File: src/rtl/oam_dma.sv
// oam_dma -- OAM DMA bus initiator.
// A CPU store to REG_ADDR latches a source page and starts copying LENGTH
// bytes from {page,8'h00}.. into OAM index 0..LENGTH-1, one byte per
// READ/WRITE pair of cycles, after a single START cycle.
// Ports:
//   clock4, resetn            clock, synchronous active-low reset
//   cpu_address/indata/store  CPU store bus (trigger + register write)
//   reg_data                  readback of last value stored to REG_ADDR
//   dma_active                transfer in progress (arbiter hold-off)
//   dma_address/load, rdata   memory bus load side
//   oam_address/data/store    OAM write port
//   dma_done                  one-cycle pulse after the final OAM write
module oam_dma #(
  parameter logic [15:0] REG_ADDR = 16'hFF46,
  parameter int          LENGTH   = 160
) (
  input  logic        clock4,
  input  logic        resetn,
  input  logic [15:0] cpu_address,
  input  logic [7:0]  cpu_indata,
  input  logic        cpu_store,
  output logic [7:0]  reg_data,
  output logic        dma_active,
  output logic [15:0] dma_address,
  output logic        dma_load,
  input  logic [7:0]  dma_rdata,
  output logic [7:0]  oam_address,
  output logic [7:0]  oam_data,
  output logic        oam_store,
  output logic        dma_done
);

  typedef enum logic [1:0] {IDLE, START, READ, WRITE} state_t;

  localparam logic [7:0] LAST_IDX = 8'(LENGTH - 1);

  state_t     state, state_nxt;
  logic [7:0] page, idx, data_q;
  logic       trig, last;

  assign trig = cpu_store && (cpu_address == REG_ADDR);
  assign last = (idx == LAST_IDX);

  // state register
  always_ff @(posedge clock4) begin
    if (!resetn) state <= IDLE;
    else         state <= state_nxt;
  end

  // next state; a trigger restarts from any state
  always_comb begin
    state_nxt = state;
    case (state)
      IDLE:    state_nxt = IDLE;
      START:   state_nxt = READ;
      READ:    state_nxt = WRITE;
      WRITE:   state_nxt = last ? IDLE : READ;
      default: state_nxt = IDLE;
    endcase
    if (trig) state_nxt = START;
  end

  // datapath registers
  always_ff @(posedge clock4) begin
    if (!resetn) begin
      page     <= 8'h00;
      idx      <= 8'h00;
      reg_data <= 8'h00;
      data_q   <= 8'h00;
      dma_done <= 1'b0;
    end else begin
      if (state == READ) data_q <= dma_rdata;
      // a restart on the final WRITE edge swallows the done pulse
      dma_done <= (state == WRITE) && last && !trig;
      if (trig) begin
        page     <= cpu_indata;
        reg_data <= cpu_indata;
        idx      <= 8'h00;
      end else if (state == WRITE && !last) begin
        idx <= idx + 8'h01;
      end
    end
  end

  // Moore outputs; load and store live in different states so never overlap
  always_comb begin
    dma_active  = 1'b0;
    dma_load    = 1'b0;
    dma_address = 16'h0000;
    oam_store   = 1'b0;
    oam_address = 8'h00;
    oam_data    = 8'h00;
    case (state)
      START: dma_active = 1'b1;
      READ: begin
        dma_active  = 1'b1;
        dma_load    = 1'b1;
        dma_address = {page, idx};  // no carry into page by construction
      end
      WRITE: begin
        dma_active  = 1'b1;
        oam_store   = 1'b1;
        oam_address = idx;
        oam_data    = data_q;
      end
      default: ;
    endcase
  end

endmodule
File: config.mk
export PLATFORM = sky130hd
export DESIGN_NAME = oam_dma
export DESIGN_NICKNAME = d
export VERILOG_FILES = /design/src/rtl/oam_dma.sv
export SDC_FILE = /design/constraint.sdc
export NUM_CORES = 1
export LEC_CHECK = 0
export BUFFER_PORTS_ARGS = -buffer_cell sky130_fd_sc_hd__buf_2
export CORE_UTILIZATION = 44
export DETAILED_ROUTE_END_ITERATION = 10
export HOLD_SLACK_MARGIN = 0.15
export PLACE_DENSITY_LB_ADDON = 0.1
export RECOVER_POWER = 50
export SYNTH_ARGS = -nofsm -noshare
export SYNTH_HDL_FRONTEND = slang
export SYNTH_SLANG_ARGS = --single-unit
File: constraint.sdc
create_clock -name clock4 -period 1.75 [get_ports clock4]
set_input_delay 0.35 -clock clock4 [delete_from_list [all_inputs] [get_ports clock4]]
set_output_delay 0.35 -clock clock4 [all_outputs]
set_load 0.02 [all_outputs]
==> results of run 1 <==
-- layout by cell type, fill, tap and decap left out, drive strengths merged, types with 3 or more instances in the layout --
cell    netlist  final
a21oi        17     17
and2         16     16
and3         17     17
buf           5     85
clkbuf        5      3
dfxtp        27     27
inv           4      4
nand2        18     18
nand2b        3      3
nand3        12     12
nor2         12     12
o21ai        11     11
xnor2         4      4
xor2          3      3
-- power breakdown --
part | switching [mW] | internal [mW]
Sequential | 0.00000501 | 0.615
Combinational | 0.0243 | 0.0324
Clock | 0.198 | 0.0875
Total | 0.223 | 0.735
-- Yosys cell counts --
library cell and instances:
sky130_fd_sc_hd__dfxtp_1 27, sky130_fd_sc_hd__nand2_1 18, sky130_fd_sc_hd__a21oi_1 17, sky130_fd_sc_hd__and3_1 17, sky130_fd_sc_hd__and2_1 16, sky130_fd_sc_hd__nand3_1 12, sky130_fd_sc_hd__nor2_1 10, sky130_fd_sc_hd__o21ai_0 9
sky130_fd_sc_hd__buf_2 5, sky130_fd_sc_hd__xnor2_1 4, sky130_fd_sc_hd__clkbuf_1 3, sky130_fd_sc_hd__inv_1 3, sky130_fd_sc_hd__nand2b_1 3, sky130_fd_sc_hd__xor2_1 3, sky130_fd_sc_hd__and4_1 2, sky130_fd_sc_hd__clkbuf_2 2
sky130_fd_sc_hd__nand4_1 2, sky130_fd_sc_hd__nand4bb_1 2, sky130_fd_sc_hd__nor2_2 2, sky130_fd_sc_hd__nor3_1 2, sky130_fd_sc_hd__o211ai_2 2, sky130_fd_sc_hd__o21ai_4 2, sky130_fd_sc_hd__a2111oi_4 1, sky130_fd_sc_hd__a211oi_2 1
sky130_fd_sc_hd__and4bb_1 1, sky130_fd_sc_hd__clkinv_1 1, sky130_fd_sc_hd__ha_1 1, sky130_fd_sc_hd__inv_2 1, sky130_fd_sc_hd__mux2i_1 1, sky130_fd_sc_hd__nor3b_2 1, sky130_fd_sc_hd__or2_2 1, sky130_fd_sc_hd__or3b_4 1
-- through the flow --
step,area [um^2],worst slack [ps],instances
2_1_floorplan,1430,255,173
3_3_place_gp,1880,255,292
3_5_place_dp,1880,230,292
4_1_cts,1910,2.42,296
5_1_grt,1930,-30.8,297
6_report,1930,60.4,297
-- flip-flops by register name, indices dropped and copies added (netlist names) --
signal / count
state: 2
idx: 8
page: 8
data_q: 8
dma_done: 1
-- how the worst min path moves through the flow --
| stage | startpoint | endpoint |
|---|---|---|
| after floorplan | data_q[0]$_SDFFE_PN0N_ | data_q[0]$_SDFFE_PN0N_ |
| after global placement | data_q[2]$_SDFFE_PN0N_ | data_q[2]$_SDFFE_PN0N_ |
| after detailed placement | data_q[1]$_SDFFE_PN0N_ | data_q[1]$_SDFFE_PN0N_ |
| after CTS | dma_rdata[2] | data_q[2]$_SDFFE_PN0N_ |
| after global routing | dma_rdata[3] | data_q[3]$_SDFFE_PN0N_ |
| final | dma_rdata[2] | data_q[2]$_SDFFE_PN0N_ |
-- cells by family after synthesis --
kind of cell    after synthesis
simple gates                 90
flops                        27
mux                           1
buf+inv                      15
fa+ha+maj                     1
xor+xnor                      7
compound gates               32
-- layer usage --
metal	track usage	part of all wire	up-vias
li1	-	-	759
met1	0.248	0.46	666
met2	0.364	0.47	55
met3	0.0308	0.064	2
met4	0.0680	0.0056	0
met5	0	0	-
-- layout make-up --
cell class	instances	area (um^2)	share of cell area
tap	44	55.1	0.0285
sequential	27	541	0.280
clock buffer	3	22.5	0.0117
timing repair inverter	1	6.26	0.00324
multi-input combinational	131	825	0.427
inverter	5	23.8	0.0123
timing repair buffer	85	449	0.233
clock inverter	1	7.51	0.00389
-- what timing repair did --
action	CTS	global route
buffers inserted	0	0
endpoints found under the setup margin	17	19
hold endpoints to repair	0	0
gates cloned	0	1
resized for setup	4	5
-- critical path, cell delays in order (launching register included) --
cell	delay [ps]
sky130_fd_sc_hd__dfxtp_1	340
sky130_fd_sc_hd__nand2b_2	230
sky130_fd_sc_hd__inv_4	150
sky130_fd_sc_hd__and2_1	130
sky130_fd_sc_hd__buf_2	150
==> out/qor.yml, run 1 <==
outcome:
  run_status: "finished, final reports clean"
yosys:
  synth_cell_types: 32
  post_synth_main_area_contributors: "sky130_fd_sc_hd__dfxtp_1, sky130_fd_sc_hd__and3_1, sky130_fd_sc_hd__and2_1"
  synth_top_area_share: 0.379
  synth_largest_area_cell: "sky130_fd_sc_hd__dfxtp_1"
  synth_area_mm2: 0.00143
  syn-num-nets: 209
  syn_avg_cell_area_um2: 8.24
  yosysWarningCount: 0
  synth.yosys.seq_area_share: 0.379
  ys_ff_latch: 27
  synth-simple-area-share: 0.356
  synth-adder-area-share: 0.00878
  synth_compound_gate_area_share: 0.160
  synthesis.instances: 173
  synthMuxAreaShare: 0.00702
  synthXorXnorAreaFrac: 0.0430
  main_combinational_cell_family_by_area_after_synthesis: "simple AND/OR/NAND/NOR gates"
power:
  static-leakage-power_nw: 0.983
  powerDensity_mw_per_mm2: 496
  max-vdd-ir-drop_mv: 0.220
  post-layout-total-power_mw: 0.958
sta:
  post_route_hold_slack_ps: 228
  final_min_period_over_clock_period: 0.965
  transition_time_of_the_tightest_slew_check_pin_ps: 462
  setup_repair_after_global_routing_missed_its_margin: "yes"
  finalSetupViolations: 0
  finClkSkew_ps: 6.93
  max_freq_mhz: 592
  slew_viol_final: 0
  timing.final.hold_violations: 0
  finalWorstPathRequiredPeriod_ps: 1690
  maxSlewHeadroom: 0.690
  tns_ps: 0
floorplan:
  fp.dieH_um: 58.9
  std_cell_rows: 20
  io-pin-count: 79
  core_region_area_mm2: 0.00305
  die_x_um: 58.9
  floorplan.initialDensity: 0.467
  die_area_mm2: 0.00347
critical_path:
  crit_required_ps: 1400
  worst-r2r-cell-count: 5
  timing_worst_setup_path_type: "flop to primary output"
  timing.critical_path.arrival_ps: 1340
  critPathLaunch: "state[0]$_SDFF_PN0_"
  worstPathMaxFanout: 13
  ff2ff_setup_slack_ps: 230
  worst_setup_path_start_kind: "flop"
  crit_end: "dma_address[10]"
  rr_endpoint: "idx[1]$_SDFFE_PP0P_"
  crit-reg2reg-launch: "idx[1]$_SDFFE_PP0P_"
  endpoint_kind: "primary output"
routing:
  vias: 1482
  wl_per_cell_um: 11.4
  route.detailed.drc: 0
  finalWirelength_um: 3380
  antenna_violating_nets_post_route: 0
  post_drt_via_cell_ratio: 4.99
  drt_pre_antenna_iters: 4
  dr.first_iter.drc_count: 42
cts:
  cts.htree.levels: 1
  root_buffer: "sky130_fd_sc_hd__clkbuf_4"
  cts-buffers-inserted: 3
  insertion_delay_ps: 330
  clockBufferDepth: 2
  cts_tree: "done"
  cts_sinks: 27
  cts_hold_buffers: 0
  clkSlewWorstSetupHoldPaths_ps: 160
job:
  maxCapViolCount: 0
grt:
  grt_antenna_before_repair: 0
  all_layer_gr_usage: 0.204
  grt_pass1_vias: 1274
  global_route_total_overflow: 0
  grt_start_max_net_pins: 27
  grt_first_pass_wirelength_um: 5400
placement:
  placement.io_buffers: 78
  gp_routability_congestion: 0.769
  dp_hpwl_um: 2390
min_path:
  worstHoldPathType: "primary input to flop"
  worst_hold_path.num_cells: 3
finish:
  finalNetCount: 290
  antennaDiodeCount: 0
  n_fill_cell: 320
  area.growth.synth_to_final_pct: 35.4
  share_of_cells_above_drive_strength_1: 0.415
  share_of_the_core_filled_with_cells: 0.632
Note: power is estimated with default switching activity, not from simulation.
==> run 2, diff against run 1 <==
--- a/config.mk
+++ b/config.mk
@@ -6,7 +6,7 @@
 export NUM_CORES = 1
 export LEC_CHECK = 0
 export BUFFER_PORTS_ARGS = -buffer_cell sky130_fd_sc_hd__buf_2
-export CORE_UTILIZATION = 44
+export CORE_UTILIZATION = 40
 export DETAILED_ROUTE_END_ITERATION = 10
 export HOLD_SLACK_MARGIN = 0.15
 export PLACE_DENSITY_LB_ADDON = 0.1
==> constraint.sdc (replaced) <==
create_clock -name clock4 -period 1.4 [get_ports clock4]
set_input_delay 0.28 -clock clock4 [delete_from_list [all_inputs] [get_ports clock4]]
set_output_delay 0.28 -clock clock4 [all_outputs]
set_load 0.02 [all_outputs]
==> out/qor.yml, run 2 (synthesis gave the netlist of run 1 again) <==
finish:
  antennaDiodeCount: 0  # unchanged
  most_common_cell_after_layout_fill_and_taps_aside: "sky130_fd_sc_hd__buf_2"
  finalNetCount: 314  # +8.3%
  final_cell_area_mm2: 0.00232  # +20%
  area.growth.synth_to_final_pct: 62.6
  largest_registers: "data_q (8), idx (8), page (8)"
  layout_common_cells: "sky130_fd_sc_hd__buf_2, sky130_fd_sc_hd__buf_4, sky130_fd_sc_hd__dfxtp_1, sky130_fd_sc_hd__buf_6"
  finalNonFillerCells: 323  # +8.8%
  share_of_cells_above_drive_strength_1: 0.527  # +0.112
power:
  powerDensity_mw_per_mm2: 510  # +2.7%
  static-leakage-power_nw: 1.12  # +14%
  max-vdd-ir-drop_mv: 0.587  # +170%
sta:
  max_freq_mhz: 613
  finClkSkew_ps: 6.40  # -0.528 ps
  transition_time_of_the_tightest_slew_check_pin_ps: 433  # -28.9 ps
  post_route_hold_slack_ps: 170  # -58.2 ps
  finalWorstPathRequiredPeriod_ps: 1630
  slew_viol_final: 0  # unchanged
  timing.final.hold_violations: 0  # unchanged
  final_min_period_over_clock_period: 1.17
  setup_ws_ps: -231  # -291 ps
  finalSetupViolations: 35  # +35
  maxSlewHeadroom: 0.709  # +0.0194
  setup_repair_after_global_routing_missed_its_margin: "yes"
critical_path:
  cell_breakdown_of_the_critical_path: "nand2b_4, clkinvlp_4, buf_6, and2_4, buf_6"
  timing.critical_path.arrival_ps: 1350  # about the same
  worst_setup_path_start_kind: "flop"
  timing.critical_path.slowest_stage_cell: "sky130_fd_sc_hd__dfxtp_2"
  crit_required_ps: 1120  # -280 ps
  worstPathMaxFanout: 4  # -9
  critPathMostFrequentCell: "sky130_fd_sc_hd__buf_6"
  endpoint_kind: "primary output"
  slowest_delay_ps: 360  # +20 ps
  timing_worst_setup_path_type: "flop to primary output"
floorplan:
  die_area_mm2: 0.00381  # +9.7%
  io-pin-count: 79  # unchanged
  core_region_area_mm2: 0.00336  # +10%
  die_x_um: 61.7  # +4.7%
  std_cell_rows: 21  # +5.0%
  floorplan.initialDensity: 0.424  # -0.0431
  fp.dieH_um: 61.7  # +4.7%
outcome:
  violated_checks: "setup timing"
  run_status: "complete, but fails checks"
routing:
  vias: 1601  # +8.0%
  antenna_violating_nets_post_route: 0  # unchanged
  drt_pre_antenna_iters: 4  # unchanged
  dr.first_iter.drc_count: 64  # +52%
  post_drt_via_cell_ratio: 4.96  # -0.67%
  route.detailed.drc: 0  # unchanged
  finalWirelength_um: 4040  # +20%
  wl_per_cell_um: 12.5  # +10%
min_path:
  worstHoldPathType: "primary input to flop"
cts:
  insertion_delay_ps: 330  # about the same
  clockBufferDepth: 2  # unchanged
  cts_sinks: 27  # unchanged
  clkSlewWorstSetupHoldPaths_ps: 130  # -30 ps
  cts-buffers-inserted: 3  # unchanged
  root_buffer: "sky130_fd_sc_hd__clkbuf_4"
  cts.htree.levels: 1  # unchanged
  cts_tree: "done"
placement:
  gp_routability_congestion: 0.837  # +8.8%
  placement.cell_area_mm2: 0.00200  # +6.8%
  placed_cells: 309  # +5.8%
  dp_hpwl_um: 2650  # +11%
  placement.io_buffers: 78  # unchanged
  post-place-ws_ps: -84.6  # -315 ps
grt:
  grt_antenna_before_repair: 0  # unchanged
  all_layer_gr_usage: 0.226  # +0.0221
  global_route_total_overflow: 0  # unchanged
  grt_pass1_vias: 1399  # +9.8%
  grt_start_max_net_pins: 21  # -22%
  grt_first_pass_wirelength_um: 6230  # +15%
job:
  maxCapViolCount: 0  # unchanged
-- run 2: final timing paths --
kind                                             start                     end  slack (ps)  depth (start not counted)
worst max-delay path               state[0]$_SDFF_PN0_          dma_address[2]        -230                          5
worst min-delay path                      dma_rdata[6]  data_q[6]$_SDFFE_PN0N_         170                          3
worst max register to register     idx[1]$_SDFFE_PP0P_     idx[1]$_SDFFE_PP0P_           0                          5
worst min register to register  data_q[6]$_SDFFE_PN0N_  data_q[6]$_SDFFE_PN0N_         460                          2
-- run 2: area by class of cell --
class	instances	area (um^2)
inverter	5	26.3
clock buffer	4	26.3
sequential	27	551
multi-input combinational	131	898
tap	46	57.6
timing repair buffer	108	739
timing repair inverter	2	18.8
fill	327	1050
-- run 2: repair_timing --
action                     CTS  global route
setup endpoints to repair   36            39
pin swaps                   10             2
buffers inserted             6             2
hold buffers                 0             0
cloned                       2             0
gates resized for setup     68            11
-- run 2: routing by layer --
layer  track usage  up-vias  share of wire
met5             0        -              0
met4        0.0635        0          0.014
met3        0.0414        7          0.043
met2         0.398       53           0.51
met1         0.282      733           0.44
li1              -      808              -
-- run 2: stage by stage --
stage	setup TNS (ps)	util	power [mW]
after floorplan	-4.86	-	0.806
after global routing	-7900	0.689	1.23
after global placement	-499	0.596	0.859
after detailed placement	-718	0.596	0.860
after CTS	-5140	0.678	1.19
final	-5490	0.689	1.18
-- run 2: worst max-delay path: cells and delay by family (launching register included) --
kind          cells  cell delay (ps)
flops             1              360
simple gates      2              300
buf+inv           3              370
-- run 2: where the power goes --
group,switching [mW],internal [mW]
logic,0.0317,0.0428
registers,0.00000823,0.766
clock network,0.229,0.112
